==> src/rtl/output_fifo_ctrl_if.sv <==
// CPU-side write port and output_port drive bundle
// for the paced output FIFO.
interface output_fifo_ctrl_if #(
    parameter int OutSize = 2,
    parameter int Depth   = 4
);
    localparam int CW = $clog2(Depth) + 1;

    logic               WR;
    logic [OutSize-1:0] WR_DATA;
    logic               CLR_OVF;
    logic [OutSize-1:0] DATA;
    logic               Load;
    logic               FULL;
    logic               EMPTY;
    logic [CW-1:0]      COUNT;
    logic               OVF;

    modport master (
        output WR, WR_DATA, CLR_OVF,
        input  DATA, Load, FULL, EMPTY, COUNT, OVF
    );

    modport slave (
        input  WR, WR_DATA, CLR_OVF,
        output DATA, Load, FULL, EMPTY, COUNT, OVF
    );
endinterface

==> src/rtl/output_fifo_ctrl.sv <==
// Buffered, rate-limited driver for output_port:
// queues CPU writes and replays them as paced Load pulses.
module output_fifo_ctrl #(
    parameter int OutSize    = 2,
    parameter int Depth      = 4,
    parameter int HoldCycles = 3
) (
    input  logic CLK,
    input  logic RST,
    output_fifo_ctrl_if.slave bus
);
    localparam int PW = $clog2(Depth);
    localparam int CW = PW + 1;
    localparam int HW = $clog2(HoldCycles + 1);
    localparam logic [HW-1:0] HINIT =
        HW'(HoldCycles > 1 ? HoldCycles - 2 : 0);

    typedef enum logic [1:0] {
        IDLE,
        LOAD,
        HOLD
    } state_t;

    logic [OutSize-1:0] mem [Depth];
    logic [PW-1:0]      wptr;
    logic [PW-1:0]      rptr;
    logic [CW-1:0]      count;
    logic               ovf_q;
    state_t             state;
    logic [HW-1:0]      hcnt;
    logic [OutSize-1:0] data_q;
    logic               load_q;

    logic full;
    logic empty;
    logic wr_ok;
    logic ready;
    logic pop;

    assign full  = (count == CW'(Depth));
    assign empty = (count == '0);
    assign wr_ok = bus.WR && !full;

    // LOAD (single-cycle hold) and an expired HOLD act as IDLE
    // so that loads land exactly HoldCycles apart.
    assign ready = (state == IDLE)
                || (state == LOAD && HoldCycles == 1)
                || (state == HOLD && hcnt == '0);
    assign pop   = ready && !empty;

    always_ff @(posedge CLK) begin
        if (wr_ok) mem[wptr] <= bus.WR_DATA;
    end

    always_ff @(posedge CLK or posedge RST) begin
        if (RST) begin
            wptr  <= '0;
            rptr  <= '0;
            count <= '0;
            ovf_q <= 1'b0;
        end else begin
            if (wr_ok) wptr <= wptr + PW'(1);
            if (pop)   rptr <= rptr + PW'(1);
            unique case ({wr_ok, pop})
                2'b10:   count <= count + CW'(1);
                2'b01:   count <= count - CW'(1);
                default: count <= count;
            endcase
            if (bus.WR && full) ovf_q <= 1'b1;
            else if (bus.CLR_OVF) ovf_q <= 1'b0;
        end
    end

    always_ff @(posedge CLK or posedge RST) begin
        if (RST) begin
            state  <= IDLE;
            hcnt   <= '0;
            data_q <= '0;
            load_q <= 1'b0;
        end else if (pop) begin
            state  <= LOAD;
            data_q <= mem[rptr];
            load_q <= 1'b1;
        end else begin
            load_q <= 1'b0;
            if (ready) begin
                state <= IDLE;
            end else if (state == LOAD) begin
                state <= HOLD;
                hcnt  <= HINIT;
            end else begin
                hcnt <= hcnt - HW'(1);
            end
        end
    end

    assign bus.DATA  = data_q;
    assign bus.Load  = load_q;
    assign bus.FULL  = full;
    assign bus.EMPTY = empty;
    assign bus.COUNT = count;
    assign bus.OVF   = ovf_q;
endmodule
==> src/flat_wrapper.sv <==
// flat-port wrapper written by rule: the top's interface ports become plain ports
module output_fifo_ctrl_flat 
#(
    parameter int OutSize    = 2,
    parameter int Depth      = 4,
    parameter int HoldCycles = 3
)
  (CLK, RST, bus_WR, bus_WR_DATA, bus_CLR_OVF, bus_DATA, bus_Load, bus_FULL, bus_EMPTY, bus_COUNT, bus_OVF);
  output_fifo_ctrl_if #(.OutSize(OutSize), .Depth(Depth)) bus_i ();
  input  logic CLK;
  input  logic RST;
  input wire logic [$bits(bus_i.WR)-1:0] bus_WR;
  input wire logic [$bits(bus_i.WR_DATA)-1:0] bus_WR_DATA;
  input wire logic [$bits(bus_i.CLR_OVF)-1:0] bus_CLR_OVF;
  output wire logic [$bits(bus_i.DATA)-1:0] bus_DATA;
  output wire logic [$bits(bus_i.Load)-1:0] bus_Load;
  output wire logic [$bits(bus_i.FULL)-1:0] bus_FULL;
  output wire logic [$bits(bus_i.EMPTY)-1:0] bus_EMPTY;
  output wire logic [$bits(bus_i.COUNT)-1:0] bus_COUNT;
  output wire logic [$bits(bus_i.OVF)-1:0] bus_OVF;
  assign bus_i.WR = bus_WR;
  assign bus_i.WR_DATA = bus_WR_DATA;
  assign bus_i.CLR_OVF = bus_CLR_OVF;
  assign bus_DATA = bus_i.DATA;
  assign bus_Load = bus_i.Load;
  assign bus_FULL = bus_i.FULL;
  assign bus_EMPTY = bus_i.EMPTY;
  assign bus_COUNT = bus_i.COUNT;
  assign bus_OVF = bus_i.OVF;
  output_fifo_ctrl #(.OutSize(OutSize), .Depth(Depth), .HoldCycles(HoldCycles)) u_core (.CLK(CLK), .RST(RST), .bus(bus_i));
endmodule
==> config.mk <==
export PLATFORM = sky130hd
export DESIGN_NAME = output_fifo_ctrl_flat
export DESIGN_NICKNAME = d
export VERILOG_FILES = /design/src/rtl/output_fifo_ctrl_if.sv /design/src/rtl/output_fifo_ctrl.sv /design/src/flat_wrapper.sv
export SDC_FILE = /design/constraint.sdc
export NUM_CORES = 1
export LEC_CHECK = 0
export BUFFER_PORTS_ARGS = -buffer_cell sky130_fd_sc_hd__buf_4
export CORE_MARGIN = 3
export CORE_UTILIZATION = 29
export DETAILED_ROUTE_END_ITERATION = 10
export SYNTH_ARGS = -nofsm -noshare
export SYNTH_HDL_FRONTEND = slang
export SYNTH_SLANG_ARGS = --single-unit
==> constraint.sdc <==
create_clock -name CLK -period 2.4 [get_ports CLK]
set_clock_uncertainty 0.2 [all_clocks]
set_input_delay 0.12 -clock CLK [delete_from_list [all_inputs] [get_ports CLK]]
set_output_delay 0.12 -clock CLK [all_outputs]
set_load 0.1 [all_outputs]
==> results.py, run 1 <==
metrics = {
    "critical_path": {
        "critPathKind": "register to register",
        "worst_ep_required_time_ns": 2.45,
        "worst-path-buf-inv": 2,
        "critical-path-slowest-cell": "dfrtp_4",
        "crit_chain": "nor3b_4 > nor2b_4 > inv_2 > ha_4 > inv_2 > fa_2 > xor2_1 > nor2_1 > xor2_1",
        "worstPathMaxFanout": 7,
        "critPathTopFamily": "flip-flops",
        "cp-end-kind": "register",
        "critPathMaxStageDelay_ns": 0.55,
        "critical_path.startpoint_type": "register",
        "cp.arrival_ns": 2.23,
        "cp_num_cells": 9,
        "reg2reg_depth": 9,
    },
    "timing": {
        "finalSetupViolCount": 0,
        "finalMaxSlewViolations": 0,
        "hold-worst-slack_ns": 0.0145,
        "fin_crit_ns": 2.18,
        "fmax_mhz": 459,
        "setup_slack_ns": 0.221,
        "grt_setup_unrepaired": "false",
        "hold_viol": 0,
        "tightest_slew_ns": 0.578,
        "relSlewSlack": 0.614,
        "finalSetupTns_ns": 0,
        "finalCritPeriodShare": 0.908,
    },
    "logic_synthesis": {
        "synth_cells": 72,
        "yosysSeqAreaShare": 0.588,
        "syn_avg_cell_area_um2": 14.5,
        "synth.net_count": 85,
        "synth_warnings": 0,
        "syn_area_um2": 1050,
        "postSynth.asyncResetShare": 0.652,
        "synth_cell_type_count": 24,
        "synth_edf_count": 8,
        "synth_ff_type": "dfrtp_1",
        "ys_seq_elements": 23,
    },
    "finish": {
        "antenna_cells": 0,
        "fill_cells": 334,
        "drive_gt1_frac": 0.396,
        "multi_input_area_um2": 423,
        "regArea_um2": 627,
        "syn_to_final_growth_pct": 27.8,
        "final_area_um2": 1340,
        "nets": 110,
    },
    "drt": {
        "viasPerCell": 4.15,
        "vias": 589,
        "drcViolationCount": 0,
        "ant_nets": 0,
        "detail_route.wl_per_cell_um": 11.7,
        "routed_wl_mm": 1.66,
        "drtPass1Iterations": 2,
        "drt_iter0_markers": 12,
    },
    "clocking": {
        "clockRootBuffer": "clkbuf_4",
        "cts-resized-gates": 0,
        "clk-insertion-delay-late_ns": 0.32,
        "cts_tree": "yes",
        "cts.sinks": 23,
        "clockBufferDepth": 2,
        "htreeDepth": 1,
        "cts_buffers": 3,
        "clkSlewWorstSetupHoldPaths_ns": 0.13,
    },
    "global_routing": {
        "grt_max_degree": 16,
        "track_usage": 0.0899,
        "grt-ovfl-total": 0,
        "first_global_vias": 624,
        "antenna_found_initial": 0,
        "grt_pass1_wl_mm": 2.86,
    },
    "placed_design": {
        "gp_congestion": 0.711,
        "dp_hpwl_mm": 1.27,
        "dpl-instance-area_um2": 1260,
        "portBuffers": 14,
        "pre_cts_slack_ns": 0.208,
    },
    "floorplan": {
        "die_area_um2": 4370,
        "initial_core_util": 0.307,
        "ioPinCount": 15,
        "core_area_um2": 3420,
        "die_w_um": 66.1,
        "rows": 21,
        "fp.dieH_um": 66.1,
    },
    "job": {
        "maxCapViolCount": 0,
    },
    "status": {
        "outcome": "completed",
    },
    "worst_hold_path": {
        "hold_depth": 3,
        "hold_class": "primary input to register",
    },
}
synth_stat cells (2+ instances only):
master	count	area (µm²)
dfrtp_1	15	375
inv_1	11	41.3
edfxtp_1	8	240
ha_1	6	75.1
and2_1	4	25.0
xor2_1	4	35.0
mux2_4	3	45.0
mux4_2	2	45.0
nand2_1	2	7.51
o21ai_0	2	10.0
xnor2_1	2	17.5
layer usage:
layer	up-vias	GRT usage	part of all wire
met5	-	0	0
met4	0	0.0381	0.014
met3	4	0.0306	0.051
met2	13	0.140	0.50
met1	285	0.113	0.43
li1	287	-	-
layout by cell type, fill, tap and decap left out:
cell           Yosys  final
fa_2               0      1
clkinv_2           0      1
o22ai_1            1      1
clkbuf_4           0      3
buf_4              0     15
nor4b_2            1      1
mux2_2             1      1
nor2b_4            0      1
ha_4               0      1
nor2_1             1      1
o21ai_0            2      2
inv_2              0      2
xnor2_1            2      2
o21ai_1            1      1
nor2b_1            1      1
mux4_2             2      2
a21o_2             1      1
mux2_4             3      3
xor2_1             4      4
edfxtp_1           8      8
dlygate4sd3_1      0      5
nor3_4             1      2
and2_1             4      4
dfrtp_1           15     12
nor3b_4            0      1
ha_1               6      5
inv_1             11      9
or2_1              1      1
dfrtp_4            0      3
nand2_1            2      2
layout make-up:
class | instances | share of cell area
clock buffers | 3 | 0.0168
multi-input cells | 38 | 0.316
inverters | 11 | 0.0308
clock inverters | 1 | 0.00374
flip-flops and latches | 23 | 0.468
well taps | 46 | 0.0430
repair buffers | 20 | 0.121
registers in the layout, summed over array words and instances (netlist names):
name	count
u_core.wptr	2
u_core.hcnt	2
u_core.bus.Load	1
u_core.rptr	2
u_core.bus.OVF	1
u_core.mem	8
u_core.state	2
u_core.bus.COUNT	3
u_core.bus.DATA	2
logic make-up after synthesis:
kind of cell    share of synthesized area
mux                                0.0968
xor+xnor                           0.0502
buf+inv                            0.0394
fa+ha+maj                          0.0908
compound gates                     0.0287
flops                               0.588
simple gates                        0.106
per-stage QoR:
step,util,std cells
2_1_floorplan,-,72
3_3_place_gp,0.369,133
3_5_place_dp,0.369,133
4_1_cts,0.392,142
5_1_grt,0.392,142
6_report,0.392,142
what timing repair did:
action                                 in CTS  in global routing
endpoints found under the hold margin      24                  0
buffers inserted                            0                  0
hold buffers                                5                  0
setup endpoints to repair                   0                  0
worst register-to-register path, cell delays in order, from the launching register on:
cell and delay, ns:
dfrtp_4 0.55, nor3b_4 0.29, nor2b_4 0.10, inv_2 0.07
ha_4 0.13, inv_2 0.04, fa_2 0.33, xor2_1 0.15
nor2_1 0.12, xor2_1 0.15
final timing paths:
check	start	end	slack, ns
setup reg to reg	u_core.bus.COUNT[0]	u_core.bus.COUNT[2]	0.22
max in group asynchronous	RST	u_core.bus.COUNT[0]	1.38
hold reg to reg	u_core.state[1]	u_core.state[0]	0.32
hold / removal	bus_WR	u_core.wptr[0]	0.01
min in group asynchronous	RST	u_core.bus.COUNT[2]	0.19
setup / recovery	u_core.bus.COUNT[0]	u_core.bus.COUNT[2]	0.22
Power of run 1 is left out: the tool's default activity adds up to more than one toggle a clock period on the data nets, which glitch-free logic cannot reach.
==> run 2, diff against run 1 <==
--- a/config.mk
+++ b/config.mk
@@ -5,6 +5,7 @@
 export SDC_FILE = /design/constraint.sdc
 export NUM_CORES = 1
 export LEC_CHECK = 0
+export ABC_AREA = 1
 export BUFFER_PORTS_ARGS = -buffer_cell sky130_fd_sc_hd__buf_4
 export CORE_MARGIN = 3
 export CORE_UTILIZATION = 29
==> run 2 against run 1 <==
Effect of this change:
- synthesized area up 7.5%
- utilization is 1.2 points lower
- register-to-register slack improved by 0.02 ns
- critical path depth rose by 1
- largest cell class unchanged
==> results.py, run 2 <==
metrics = {
    "clocking": {
        "clockBufferDepth": 2,
        "cts_buffers": 3,
        "htreeDepth": 1,
        "clkSlewWorstSetupHoldPaths_ns": 0.09,
        "cts_tree": "yes",
        "cts.sinks": 23,
        "clk-insertion-delay-late_ns": 0.27,
        "cts_setup_buffers": 0,
        "clockRootBuffer": "clkbuf_8",
    },
    "drt": {
        "viasPerCell": 4.02,
        "drcViolationCount": 0,
        "drt_iter0_markers": 15,
        "vias": 760,
        "detail_route.wl_per_cell_um": 9.70,
        "ant_nets": 0,
        "routed_wl_mm": 1.83,
        "drtPass1Iterations": 4,
    },
    "finish": {
        "drive_gt1_frac": 0.206,
        "syn_to_final_growth_pct": 24.4,
        "largest_reg_flops": 8,
        "nets": 155,
        "final_cell_mix": "30 x nand2_1, 29 x inv_1, 14 x buf_4",
        "regMostFlops": "u_core.mem",
        "antenna_cells": 0,
        "layout_commonest_cell": "nand2_1",
    },
    "logic_synthesis": {
        "synth_warnings": 0,
        "synth_ff_type": "dfrtp_1",
        "synth_cells": 118,
        "yosysSeqAreaShare": 0.547,
        "synth_cell_type_count": 20,
        "ys_seq_elements": 23,
        "synth.top_cells.by_area": "dfrtp_1 33%, edfxtp_1 21%, nand2_1 10%",
        "postSynth.asyncResetShare": 0.652,
        "synth_edf_count": 8,
        "synthTopCellsByCount": "30 x nand2_1, 29 x inv_1, 15 x dfrtp_1",
        "synth.net_count": 131,
        "yosys.area.top_type": "dfrtp_1",
        "syn_avg_cell_area_um2": 9.54,
        "synth_top_area_share": 0.333,
        "syn_area_um2": 1130,
        "yosysMostFrequentCell": "nand2_1",
    },
    "timing": {
        "tightest_slew_ns": 0.567,
        "hold_viol": 0,
        "fin_crit_ns": 2.16,
        "grt_setup_unrepaired": "false",
        "finalSetupViolCount": 0,
        "fmax_mhz": 463,
        "finalSetupTns_ns": 0,
        "finalMaxSlewViolations": 0,
        "finalCritPeriodShare": 0.901,
        "relSlewSlack": 0.622,
    },
    "critical_path": {
        "critical_path.startpoint_type": "register",
        "critPathKind": "register to register",
        "critical-path-slowest-cell": "dfrtp_1",
        "worst-r2r-setup-slack_ns": 0.24,
        "critPathMaxStageDelay_ns": 0.40,
        "worstPathMaxFanout": 6,
        "cp-end-kind": "register",
        "timing.rr.end": "u_core.bus.COUNT[2]",
        "reg2reg_depth": 10,
        "crit_chain": "inv_1 > ha_1 > o21ai_2 > nor2_4 > ha_1 > inv_1 > fa_1 > nand2_1 > nand3_1 > xor2_1",
        "r2r-start": "u_core.hcnt[0]",
        "worst_ep_required_time_ns": 2.36,
        "cp.arrival_ns": 2.12,
    },
    "placed_design": {
        "dp_hpwl_mm": 1.39,
        "gp_congestion": 0.735,
        "portBuffers": 14,
    },
    "floorplan": {
        "die_w_um": 68.3,
        "core_area_um2": 3690,
        "fp.dieH_um": 68.3,
        "ioPinCount": 15,
        "die_area_um2": 4670,
        "rows": 22,
        "initial_core_util": 0.305,
    },
    "global_routing": {
        "first_global_vias": 781,
        "grt-ovfl-total": 0,
        "track_usage": 0.0967,
        "antenna_found_initial": 0,
        "grt_max_degree": 16,
        "grt_pass1_wl_mm": 3.34,
    },
    "status": {
        "outcome": "completed",
    },
    "job": {
        "maxCapViolCount": 0,
    },
    "worst_hold_path": {
        "hold_class": "primary input to async pin",
    },
}
==> run 2: changes by cell type in the layout (fill, tap and decap cells not counted), moves of 3 or more <==
| cell | change |
|---|---|
| clkbuf_4 | -3 |
| mux2_4 | -3 |
| and2_1 | -4 |
| nor2_1 | +3 |
| o21ai_0 | +3 |
| nand3_1 | +6 |
| nand2_1 | +28 |
| clkbuf_8 | +3 |
| inv_1 | +20 |
==> run 2: kinds of logic after synthesis <==
family,synth area share
AND/OR/NAND/NOR,0.178
buffers and inverters,0.113
flip-flops,0.547
AO/OA/AOI/OAI,0.0400
adder cells (fa/ha/maj),0.0844
XOR/XNOR,0.0378
==> run 2: worst max-delay path by stage <==
stage / slack (ns) / endpoint / startpoint
final: 0.24 / u_core.bus.COUNT[2] / u_core.hcnt[0]
after global routing: 0.04 / u_core.bus.COUNT[2] / u_core.hcnt[0]
after CTS: 0.21 / u_core.bus.COUNT[2] / u_core.hcnt[0]
after detailed placement: 0.21 / u_core.bus.COUNT[2] / u_core.hcnt[0]
after global placement: 0.26 / u_core.bus.COUNT[2] / u_core.hcnt[0]
after floorplan: 0.04 / u_core.bus.COUNT[2] / u_core.bus.COUNT[1]
==> run 2: through the flow <==
| stage | std cells | utilization | instance area [µm²] | hold slack (ns) | setup slack, ns |
|---|---|---|---|---|---|
| after floorplan | 118 | - | 1140 | -0.178 | 0.0380 |
| after global placement | 179 | 0.351 | 1290 | 0.0166 | 0.260 |
| after detailed placement | 179 | 0.351 | 1290 | 0.0283 | 0.214 |
| after CTS | 189 | 0.380 | 1400 | 0.284 | 0.206 |
| after global routing | 189 | 0.380 | 1400 | 0.323 | 0.0386 |
| final | 189 | 0.380 | 1400 | 0.257 | 0.238 |
==> run 2: final cells by class <==
class	instances	area [µm²]
Clock buffer	3	41.3
Clock inverter	1	6.26
Fill cell	371	2290
Inverter	31	119
Multi-Input combinational cell	63	383
Sequential cell	23	627
Tap cell	48	60.1
Timing Repair Buffer	20	165
==> run 2: worst max-delay path: cells and delay by family, from the launching register on <==
| family | cells | cell delay [ns] |
|---|---|---|
| adder cells (fa/ha/maj) | 3 | 0.75 |
| flip-flops | 1 | 0.40 |
| AND/OR/NAND/NOR | 3 | 0.34 |
| XOR/XNOR | 1 | 0.14 |
| buffers and inverters | 2 | 0.12 |
| AO/OA/AOI/OAI | 1 | 0.11 |
==> run 2: timing repair <==
action,4_1_cts,5_1_grt
hold buffers,6,0
resized for setup,0,0
endpoints found under the hold margin,26,0
==> run 2: metal layers <==
metal | wire length [µm] | vias up | track usage
li1 | - | 395 | -
met2 | 919 | 11 | 0.171
met1 | 811 | 350 | 0.113
met4 | 29 | 0 | 0.0372
met3 | 74 | 4 | 0.0213
met5 | 0 | - | 0
Power of run 2 is left out for the same reason.
